## config.mk

```make
export PLATFORM = sky130hd
export DESIGN_NAME = alu_seq_unit_flat
export DESIGN_NICKNAME = d
export VERILOG_FILES = /design/src/rtl/alu_seq_unit_if.sv /design/src/rtl/alu_seq_unit.sv /design/src/flat_wrapper.sv
export SDC_FILE = /design/constraint.sdc
export NUM_CORES = 2
export LEC_CHECK = 0
export BUFFER_PORTS_ARGS = -buffer_cell sky130_fd_sc_hd__buf_2
export CAP_MARGIN = 20
export CORE_UTILIZATION = 45
export CTS_CLUSTER_DIAMETER = 60
export DETAILED_ROUTE_END_ITERATION = 8
export SETUP_SLACK_MARGIN = 0.2
export SLEW_MARGIN = 20
export SYNTH_ARGS = -nofsm -noshare
export SYNTH_HDL_FRONTEND = slang
export SYNTH_SLANG_ARGS = --single-unit
```

## constraint.sdc

```tcl
create_clock -name clk -period 79.4 [get_ports clk]
set_input_delay 11.91 -clock clk [delete_from_list [all_inputs] [get_ports clk]]
set_output_delay 11.91 -clock clk [all_outputs]
set_load 0.005 [all_outputs]
```

## src/rtl/alu_seq_unit_if.sv

```systemverilog
// Decode-side instruction handshake and result handshake for alu_seq_unit.
// master = instruction source / result consumer, slave = the execution unit.
interface alu_seq_unit_if #(
    parameter int WIDTH = 32,
    parameter int NREGS = 32
);
    localparam int AW = $clog2(NREGS);
    localparam int SW = $clog2(WIDTH);

    logic                    in_valid;
    logic                    in_ready;
    logic [3:0]              instr_id;
    logic [AW-1:0]           rs;
    logic [AW-1:0]           rt;
    logic [AW-1:0]           rd;
    logic [15:0]             imm;
    logic [SW-1:0]           shamt;
    logic                    out_valid;
    logic                    out_ready;
    logic signed [WIDTH-1:0] result;
    logic [AW-1:0]           wr_addr;
    logic                    illegal;
    logic                    ovf;

    modport master (
        output in_valid, instr_id, rs, rt, rd, imm, shamt, out_ready,
        input  in_ready, out_valid, result, wr_addr, illegal, ovf
    );

    modport slave (
        input  in_valid, instr_id, rs, rt, rd, imm, shamt, out_ready,
        output in_ready, out_valid, result, wr_addr, illegal, ovf
    );
endinterface

```

## src/rtl/alu_seq_unit.sv

```systemverilog
// Multi-cycle ALU owning the register file and PC; shifts iterate one bit per cycle.
// Optional macro ALU_OVF_TRAP_EN: signed overflow on add/sub/addi suppresses the write and raises ovf.
module alu_seq_unit #(
    parameter int              WIDTH    = 32,
    parameter int              NREGS    = 32,
    parameter int              PC_W     = 32,
    parameter logic [PC_W-1:0] RESET_PC = '0
) (
    input  logic                          clk,
    input  logic                          reset,
    alu_seq_unit_if.slave                 bus,
    output logic [PC_W-1:0]               pc,
    input  logic [$clog2(NREGS)-1:0]      dbg_addr,
    output logic signed [WIDTH-1:0]       dbg_data
);
    localparam int AW = $clog2(NREGS);
    localparam int SW = $clog2(WIDTH);

    localparam logic [3:0] OP_ADD   = 4'd1;
    localparam logic [3:0] OP_SUB   = 4'd2;
    localparam logic [3:0] OP_ADDU  = 4'd3;
    localparam logic [3:0] OP_SUBU  = 4'd4;
    localparam logic [3:0] OP_ADDI  = 4'd5;
    localparam logic [3:0] OP_ADDIU = 4'd6;
    localparam logic [3:0] OP_AND   = 4'd7;
    localparam logic [3:0] OP_OR    = 4'd8;
    localparam logic [3:0] OP_ANDI  = 4'd9;
    localparam logic [3:0] OP_ORI   = 4'd10;
    localparam logic [3:0] OP_SLL   = 4'd11;
    localparam logic [3:0] OP_SRL   = 4'd12;

    typedef enum logic [1:0] {IDLE, EXEC, SHIFT, DONE} state_t;

    state_t                  state_q, state_nx;
    logic [3:0]              instr_p0;
    logic [AW-1:0]           rd_p0;
    logic [15:0]             imm_p0;
    logic [SW-1:0]           shamt_p0;
    logic signed [WIDTH-1:0] op_a_p0, op_b_p0;
    logic signed [WIDTH-1:0] res_p1, res_nx, alu;
    logic [SW-1:0]           cnt_p1;
    logic                    ovf_p1, ovf_nx, ill_p1, ill_nx;
    logic                    commit, wr_en, is_shift;
    logic signed [WIDTH-1:0] regs [NREGS];

    function automatic logic signed [WIDTH-1:0] sext16(input logic [15:0] v);
        return WIDTH'(signed'(v));
    endfunction

    function automatic logic signed [WIDTH-1:0] zext16(input logic [15:0] v);
        return WIDTH'(v);
    endfunction

    function automatic logic signed [WIDTH-1:0] srl1(input logic signed [WIDTH-1:0] v);
        return signed'({1'b0, v[WIDTH-1:1]});
    endfunction

`ifdef ALU_OVF_TRAP_EN
    function automatic logic add_ovf(input logic signed [WIDTH-1:0] a, b, s);
        return (a[WIDTH-1] == b[WIDTH-1]) && (s[WIDTH-1] != a[WIDTH-1]);
    endfunction

    function automatic logic sub_ovf(input logic signed [WIDTH-1:0] a, b, s);
        return (a[WIDTH-1] != b[WIDTH-1]) && (s[WIDTH-1] != a[WIDTH-1]);
    endfunction
`endif

    assign is_shift = (instr_p0 == OP_SLL) || (instr_p0 == OP_SRL);

    always_ff @(posedge clk or posedge reset) begin
        if (reset) state_q <= IDLE;
        else       state_q <= state_nx;
    end

    always_comb begin
        state_nx = state_q;
        res_nx   = res_p1;
        ovf_nx   = ovf_p1;
        ill_nx   = ill_p1;
        commit   = 1'b0;
        alu      = '0;
        case (state_q)
            IDLE: if (bus.in_valid) state_nx = EXEC;
            EXEC: begin
                ill_nx = 1'b0;
                ovf_nx = 1'b0;
                case (instr_p0)
                    OP_ADD, OP_ADDU:   alu = op_a_p0 + op_b_p0;
                    OP_SUB, OP_SUBU:   alu = op_a_p0 - op_b_p0;
                    OP_ADDI, OP_ADDIU: alu = op_a_p0 + sext16(imm_p0);
                    OP_AND:            alu = op_a_p0 & op_b_p0;
                    OP_OR:             alu = op_a_p0 | op_b_p0;
                    OP_ANDI:           alu = op_a_p0 & zext16(imm_p0);
                    OP_ORI:            alu = op_a_p0 | zext16(imm_p0);
                    OP_SLL, OP_SRL:    alu = op_a_p0;
                    default:           ill_nx = 1'b1;
                endcase
`ifdef ALU_OVF_TRAP_EN
                case (instr_p0)
                    OP_ADD:  ovf_nx = add_ovf(op_a_p0, op_b_p0, alu);
                    OP_SUB:  ovf_nx = sub_ovf(op_a_p0, op_b_p0, alu);
                    OP_ADDI: ovf_nx = add_ovf(op_a_p0, sext16(imm_p0), alu);
                    default: ovf_nx = 1'b0;
                endcase
`endif
                res_nx = alu;
                if (is_shift && (shamt_p0 != '0)) begin
                    state_nx = SHIFT;
                end else begin
                    state_nx = DONE;
                    commit   = 1'b1;
                end
            end
            SHIFT: begin
                res_nx = (instr_p0 == OP_SLL) ? (res_p1 <<< 1) : srl1(res_p1);
                // the last single-bit step lands directly in DONE with the final value
                if (cnt_p1 == SW'(1)) begin
                    state_nx = DONE;
                    commit   = 1'b1;
                end
            end
            DONE: if (bus.out_ready) state_nx = IDLE;
            default: state_nx = IDLE;
        endcase
    end

    assign wr_en = commit && !ill_nx && !ovf_nx && (rd_p0 != '0);

    // Stage p0: operand capture at accept; stage p1: result, flags, shift count, writeback
    always_ff @(posedge clk or posedge reset) begin
        if (reset) begin
            instr_p0 <= '0;
            rd_p0    <= '0;
            imm_p0   <= '0;
            shamt_p0 <= '0;
            op_a_p0  <= '0;
            op_b_p0  <= '0;
            res_p1   <= '0;
            cnt_p1   <= '0;
            ovf_p1   <= 1'b0;
            ill_p1   <= 1'b0;
            pc       <= RESET_PC;
            for (int i = 0; i < NREGS; i++) regs[i] <= '0;
        end else begin
            if (state_q == IDLE && bus.in_valid) begin
                instr_p0 <= bus.instr_id;
                rd_p0    <= bus.rd;
                imm_p0   <= bus.imm;
                shamt_p0 <= bus.shamt;
                op_a_p0  <= regs[bus.rs];
                op_b_p0  <= regs[bus.rt];
            end
            if (state_q == EXEC)       cnt_p1 <= shamt_p0;
            else if (state_q == SHIFT) cnt_p1 <= cnt_p1 - SW'(1);
            res_p1 <= res_nx;
            ovf_p1 <= ovf_nx;
            ill_p1 <= ill_nx;
            if (commit) pc <= pc + PC_W'(4);
            if (wr_en)  regs[rd_p0] <= res_nx;
        end
    end

    assign bus.in_ready  = (state_q == IDLE);
    assign bus.out_valid = (state_q == DONE);
    assign bus.result    = res_p1;
    assign bus.wr_addr   = rd_p0;
    assign bus.illegal   = ill_p1;
`ifdef ALU_OVF_TRAP_EN
    assign bus.ovf       = ovf_p1;
`else
    assign bus.ovf       = 1'b0;
`endif
    assign dbg_data      = regs[dbg_addr];
endmodule

```

## src/flat_wrapper.sv

```systemverilog
// flat-port wrapper written by rule: the top's interface ports become plain ports
module alu_seq_unit_flat 
#(
    parameter int              WIDTH    = 32,
    parameter int              NREGS    = 32,
    parameter int              PC_W     = 32,
    parameter logic [PC_W-1:0] RESET_PC = '0
)
  (clk, reset, pc, dbg_addr, dbg_data, bus_in_valid, bus_instr_id, bus_rs, bus_rt, bus_rd, bus_imm, bus_shamt, bus_out_ready, bus_in_ready, bus_out_valid, bus_result, bus_wr_addr, bus_illegal, bus_ovf);
  alu_seq_unit_if #(.WIDTH(WIDTH), .NREGS(NREGS)) bus_i ();
  input  logic clk;
  input  logic reset;
  output logic [PC_W-1:0] pc;
  input  logic [$clog2(NREGS)-1:0] dbg_addr;
  output logic signed [WIDTH-1:0] dbg_data;
  input wire logic [$bits(bus_i.in_valid)-1:0] bus_in_valid;
  input wire logic [$bits(bus_i.instr_id)-1:0] bus_instr_id;
  input wire logic [$bits(bus_i.rs)-1:0] bus_rs;
  input wire logic [$bits(bus_i.rt)-1:0] bus_rt;
  input wire logic [$bits(bus_i.rd)-1:0] bus_rd;
  input wire logic [$bits(bus_i.imm)-1:0] bus_imm;
  input wire logic [$bits(bus_i.shamt)-1:0] bus_shamt;
  input wire logic [$bits(bus_i.out_ready)-1:0] bus_out_ready;
  output wire logic [$bits(bus_i.in_ready)-1:0] bus_in_ready;
  output wire logic [$bits(bus_i.out_valid)-1:0] bus_out_valid;
  output wire logic [$bits(bus_i.result)-1:0] bus_result;
  output wire logic [$bits(bus_i.wr_addr)-1:0] bus_wr_addr;
  output wire logic [$bits(bus_i.illegal)-1:0] bus_illegal;
  output wire logic [$bits(bus_i.ovf)-1:0] bus_ovf;
  assign bus_i.in_valid = bus_in_valid;
  assign bus_i.instr_id = bus_instr_id;
  assign bus_i.rs = bus_rs;
  assign bus_i.rt = bus_rt;
  assign bus_i.rd = bus_rd;
  assign bus_i.imm = bus_imm;
  assign bus_i.shamt = bus_shamt;
  assign bus_i.out_ready = bus_out_ready;
  assign bus_in_ready = bus_i.in_ready;
  assign bus_out_valid = bus_i.out_valid;
  assign bus_result = bus_i.result;
  assign bus_wr_addr = bus_i.wr_addr;
  assign bus_illegal = bus_i.illegal;
  assign bus_ovf = bus_i.ovf;
  alu_seq_unit #(.WIDTH(WIDTH), .NREGS(NREGS), .PC_W(PC_W), .RESET_PC(RESET_PC)) u_core (.clk(clk), .reset(reset), .bus(bus_i), .pc(pc), .dbg_addr(dbg_addr), .dbg_data(dbg_data));
endmodule
```

==> impl_results.md <==
- Mapped Area: 0.07124 mm2
- Crit-path max FO: 98
- Worst Path Required: 67.49 ns
- CP Launch Type: input pin
- Arrival @ worst endpoint: 15.98 ns
- Slew Limit Fails: 0
- Vias in the first global route: 51.79k
- Die ar.: 0.1599 mm2
- DRC Markers: 0
- Avg Inst Size Synth: 11.77 um2
- Slowest-stage cell, CP: buf_4
- Num Clock Sinks: 1,189
- FFs w/ async S/R, synth: 1.000
- Worst reg2reg setup slack: 72.78 ns
- PD cells: 35.91 mW/mm2
- Area occupied by multi-input gates: 0.03920 mm2
- Comb pwr share: 0.400
- First-pass GRT wire length: 362,100 um
- EDFF count, synth: 0
- Setup crit end kind: output port
- Pre-CTS setup slack: 51.57 ns
- Worst slew pin tran: 1.180 ns
- GPL Wtd Cong: 0.9229
- Int Power: 1.643 mW
- Setup violations, final: 0
- Synthesized flop and latch total: 1,189
- Sequential fraction of the synthesis area: 0.4176
- Vias post-DR: 53.22k
- I/O Buffers: 150
- H-tree depth: 4
- Number of DRC markers in iteration 0: 6,275
- Post-synthesis cell type count: 96
- Switching pwr: 1.183 mW
- Hpwl dp: 146,600 um
- Wirelength, routed: 245,600 um
- Tmin final: 27.89 ns
- Fin util: 0.5020
- Root buf cell: clkbuf_16
- Top cells by count, synth: dfrtp_1 (1,189), nand2_1 (1,059), mux4_2 (960), o21ai_0 (942), clkbuf_1 (485)
- Die Wd: 399.9 um
- M1 WL: 97,270 um
- Worst setup margin: 51.51 ns
- CTS Buf Count: 140
- Met2 routed WL: 107,900 um
- Leading post-synthesis cells by cell area: dfrtp_1 (42%), mux4_2 (30%), o21ai_0 (6.6%)
- Total power: 2.826 mW
- Initial Util: 0.4545
- Hold Crit Class: flop to flop
- Clock Power Share: 0.251
- Outcome: completed
- Post-synth top area cell: dfrtp_1
- Critical path, cell by cell: buf_8, buf_4, buf_4, mux4_2, mux4_2, mux2_2, buf_2
- Post-cts sizing count: 0
- Worst skew pair latency: 0.81 ns
- Synth warn: 0
- RSZ-0062 raised after global routing: false
- Final Cycle Share: 0.3512
- Placed insts: 7,735
- Sw Ratio: 0.4186
- Total setup buffers inserted after CTS: 0
- Vias/cell: 6.658
- CTS tree: built
- Hold Vio Cnt, Final: 0
- Layout cells sized above 1: 0.2802
- GRT Overall Usage: 0.3119
- Synth top area share: 0.4176
- Most frequent cell after synthesis: dfrtp_1
- Slowest stage delay, CP: 0.94 ns
- Post-synth top flop: dfrtp_1
- Lkg Pwr: 32.82 nW
- Initial antenna violation count: 12
- CTS clk-pin slew, worst paths: 0.06 ns
- Met3 WL: 29,580 um
- Die span in y: 399.9 um
- Pre-antenna DRT Iters: 7
- Crit path kind: input pin to output port
- # rows: 145
- Sequential power share: 0.349
- Max Cap Viol: 0
- Fmax: 35.86 MHz
- VDD IR max: 27.93 uV
- Gr ovfl total: 0
- Area Overhead vs Synth: 10.45%
- Total core area: 0.1568 mm2
- Register area: 0.02975 mm2
- Hold_buf cts: 0
- Post-route setup TNS: 0 ns
- Clk_skew: 0.04069 ns
- Uppermost routed layer: met5
- Post-synthesis cell count: 6,052
- Final #Nets: 5,917
- Longest Clk Path Bufs: 3
- Post-Layout Cell Count: 7,993
- Io pins: 154
- Avg WL per Cell: 30.73 um
- ANT nets after route: 0
- Max_slew headroom: 0.2122
- Fillers: 13.73k
- Pin count of the biggest net entering global routing: 169
==> cell type report <==
class                           instances  share of cell area
Multi-Input combinational cell       4165              0.4982
Sequential cell                      1189              0.3781
Clock buffer                          178             0.04926
Tap cell                             2058             0.03272
Timing Repair Buffer                  268             0.02364
Clock inverter                         77             0.01519
Inverter                               57            0.002814
Antenna cell                            1          0.00003180
==> per-layer routing <==
| layer | GRT usage | vias up |
|---|---|---|
| met2 | 0.4553 | 3019 |
| met4 | 0.1279 | 8 |
| met5 | 0 | - |
| met1 | 0.4324 | 27224 |
| met3 | 0.09776 | 607 |
| li1 | - | 22357 |
==> worst paths after layout <==
kind / cells past startpoint / to / startpoint
min in group asynchronous: 2 / u_core.pc[25] / reset
max reg2reg: 19 / u_core.regs[637] / u_core.op_b_p0[1]
min: 0 / u_core.regs[1012] / u_core.regs[1012]
min reg2reg: 0 / u_core.regs[1012] / u_core.regs[1012]
max: 7 / dbg_data[21] / dbg_addr[1]
max in group asynchronous: 6 / u_core.regs[430] / reset
==> cell families after synthesis <==
logic type,synth area share
compound gates,0.1128
xor+xnor,0.004180
fa+ha+maj,0.008360
buf+inv,0.03857
flops,0.4176
mux,0.3323
other cells,0.00005264
simple gates,0.08606
==> power groups by stage <==
stage	combinational, mW	clock [mW]	sequential (mW)
global route	1.22	0.741	1.01
detailed placement	1.11	0	0.983
global placement	1.09	0	0.977
finish	1.13	0.710	0.985
CTS	1.11	0.718	0.974
floorplan	0.786	0	0.898
==> critical path, delay by kind of cell <==
kind | cells | cell delay, ns
buffers and inverters | 4 | 2.43
muxes | 3 | 1.45
==> state kept, by name, indices dropped and copies added, names as in the netlist <==
signal              count
u_core.shamt_p0         5
u_core.regs          1024
u_core.op_a_p0         32
u_core.state_q          2
u_core.bus.wr_addr      5
u_core.bus.result      32
u_core.pc              30
u_core.op_b_p0         32
u_core.cnt_p1           5
u_core.instr_p0         4
u_core.ovf_p1           1
u_core.bus.illegal      1
u_core.imm_p0          16
==> per-stage QoR <==
step	hold WS, ns	area [um2]
3_5_place_dp	0.4027	73530
4_1_cts	0.4184	78600
3_3_place_gp	0.4001	73510
6_report	0.4186	78690
5_1_grt	0.4288	78680
2_1_floorplan	0.4503	71250
==> cells in the final DEF, fill, tap and decap left out, types with 26 or more instances in the layout <==
cell	synthesis	final
a21o_1	35	35
a21oi_1	197	193
buf_2	56	135
buf_4	7	113
clkbuf_16	0	140
dfrtp_1	1189	1189
ha_1	46	45
inv_1	57	56
mux2_2	73	73
mux2i_1	123	120
mux4_2	960	960
nand2_1	1059	1029
nand3_1	31	29
nor2_1	205	201
nor3_1	43	42
o21ai_0	942	935
o21ai_1	47	46
o21ai_2	20	27
xnor2_1	26	26
Note: power is estimated with default switching activity, not from simulation.
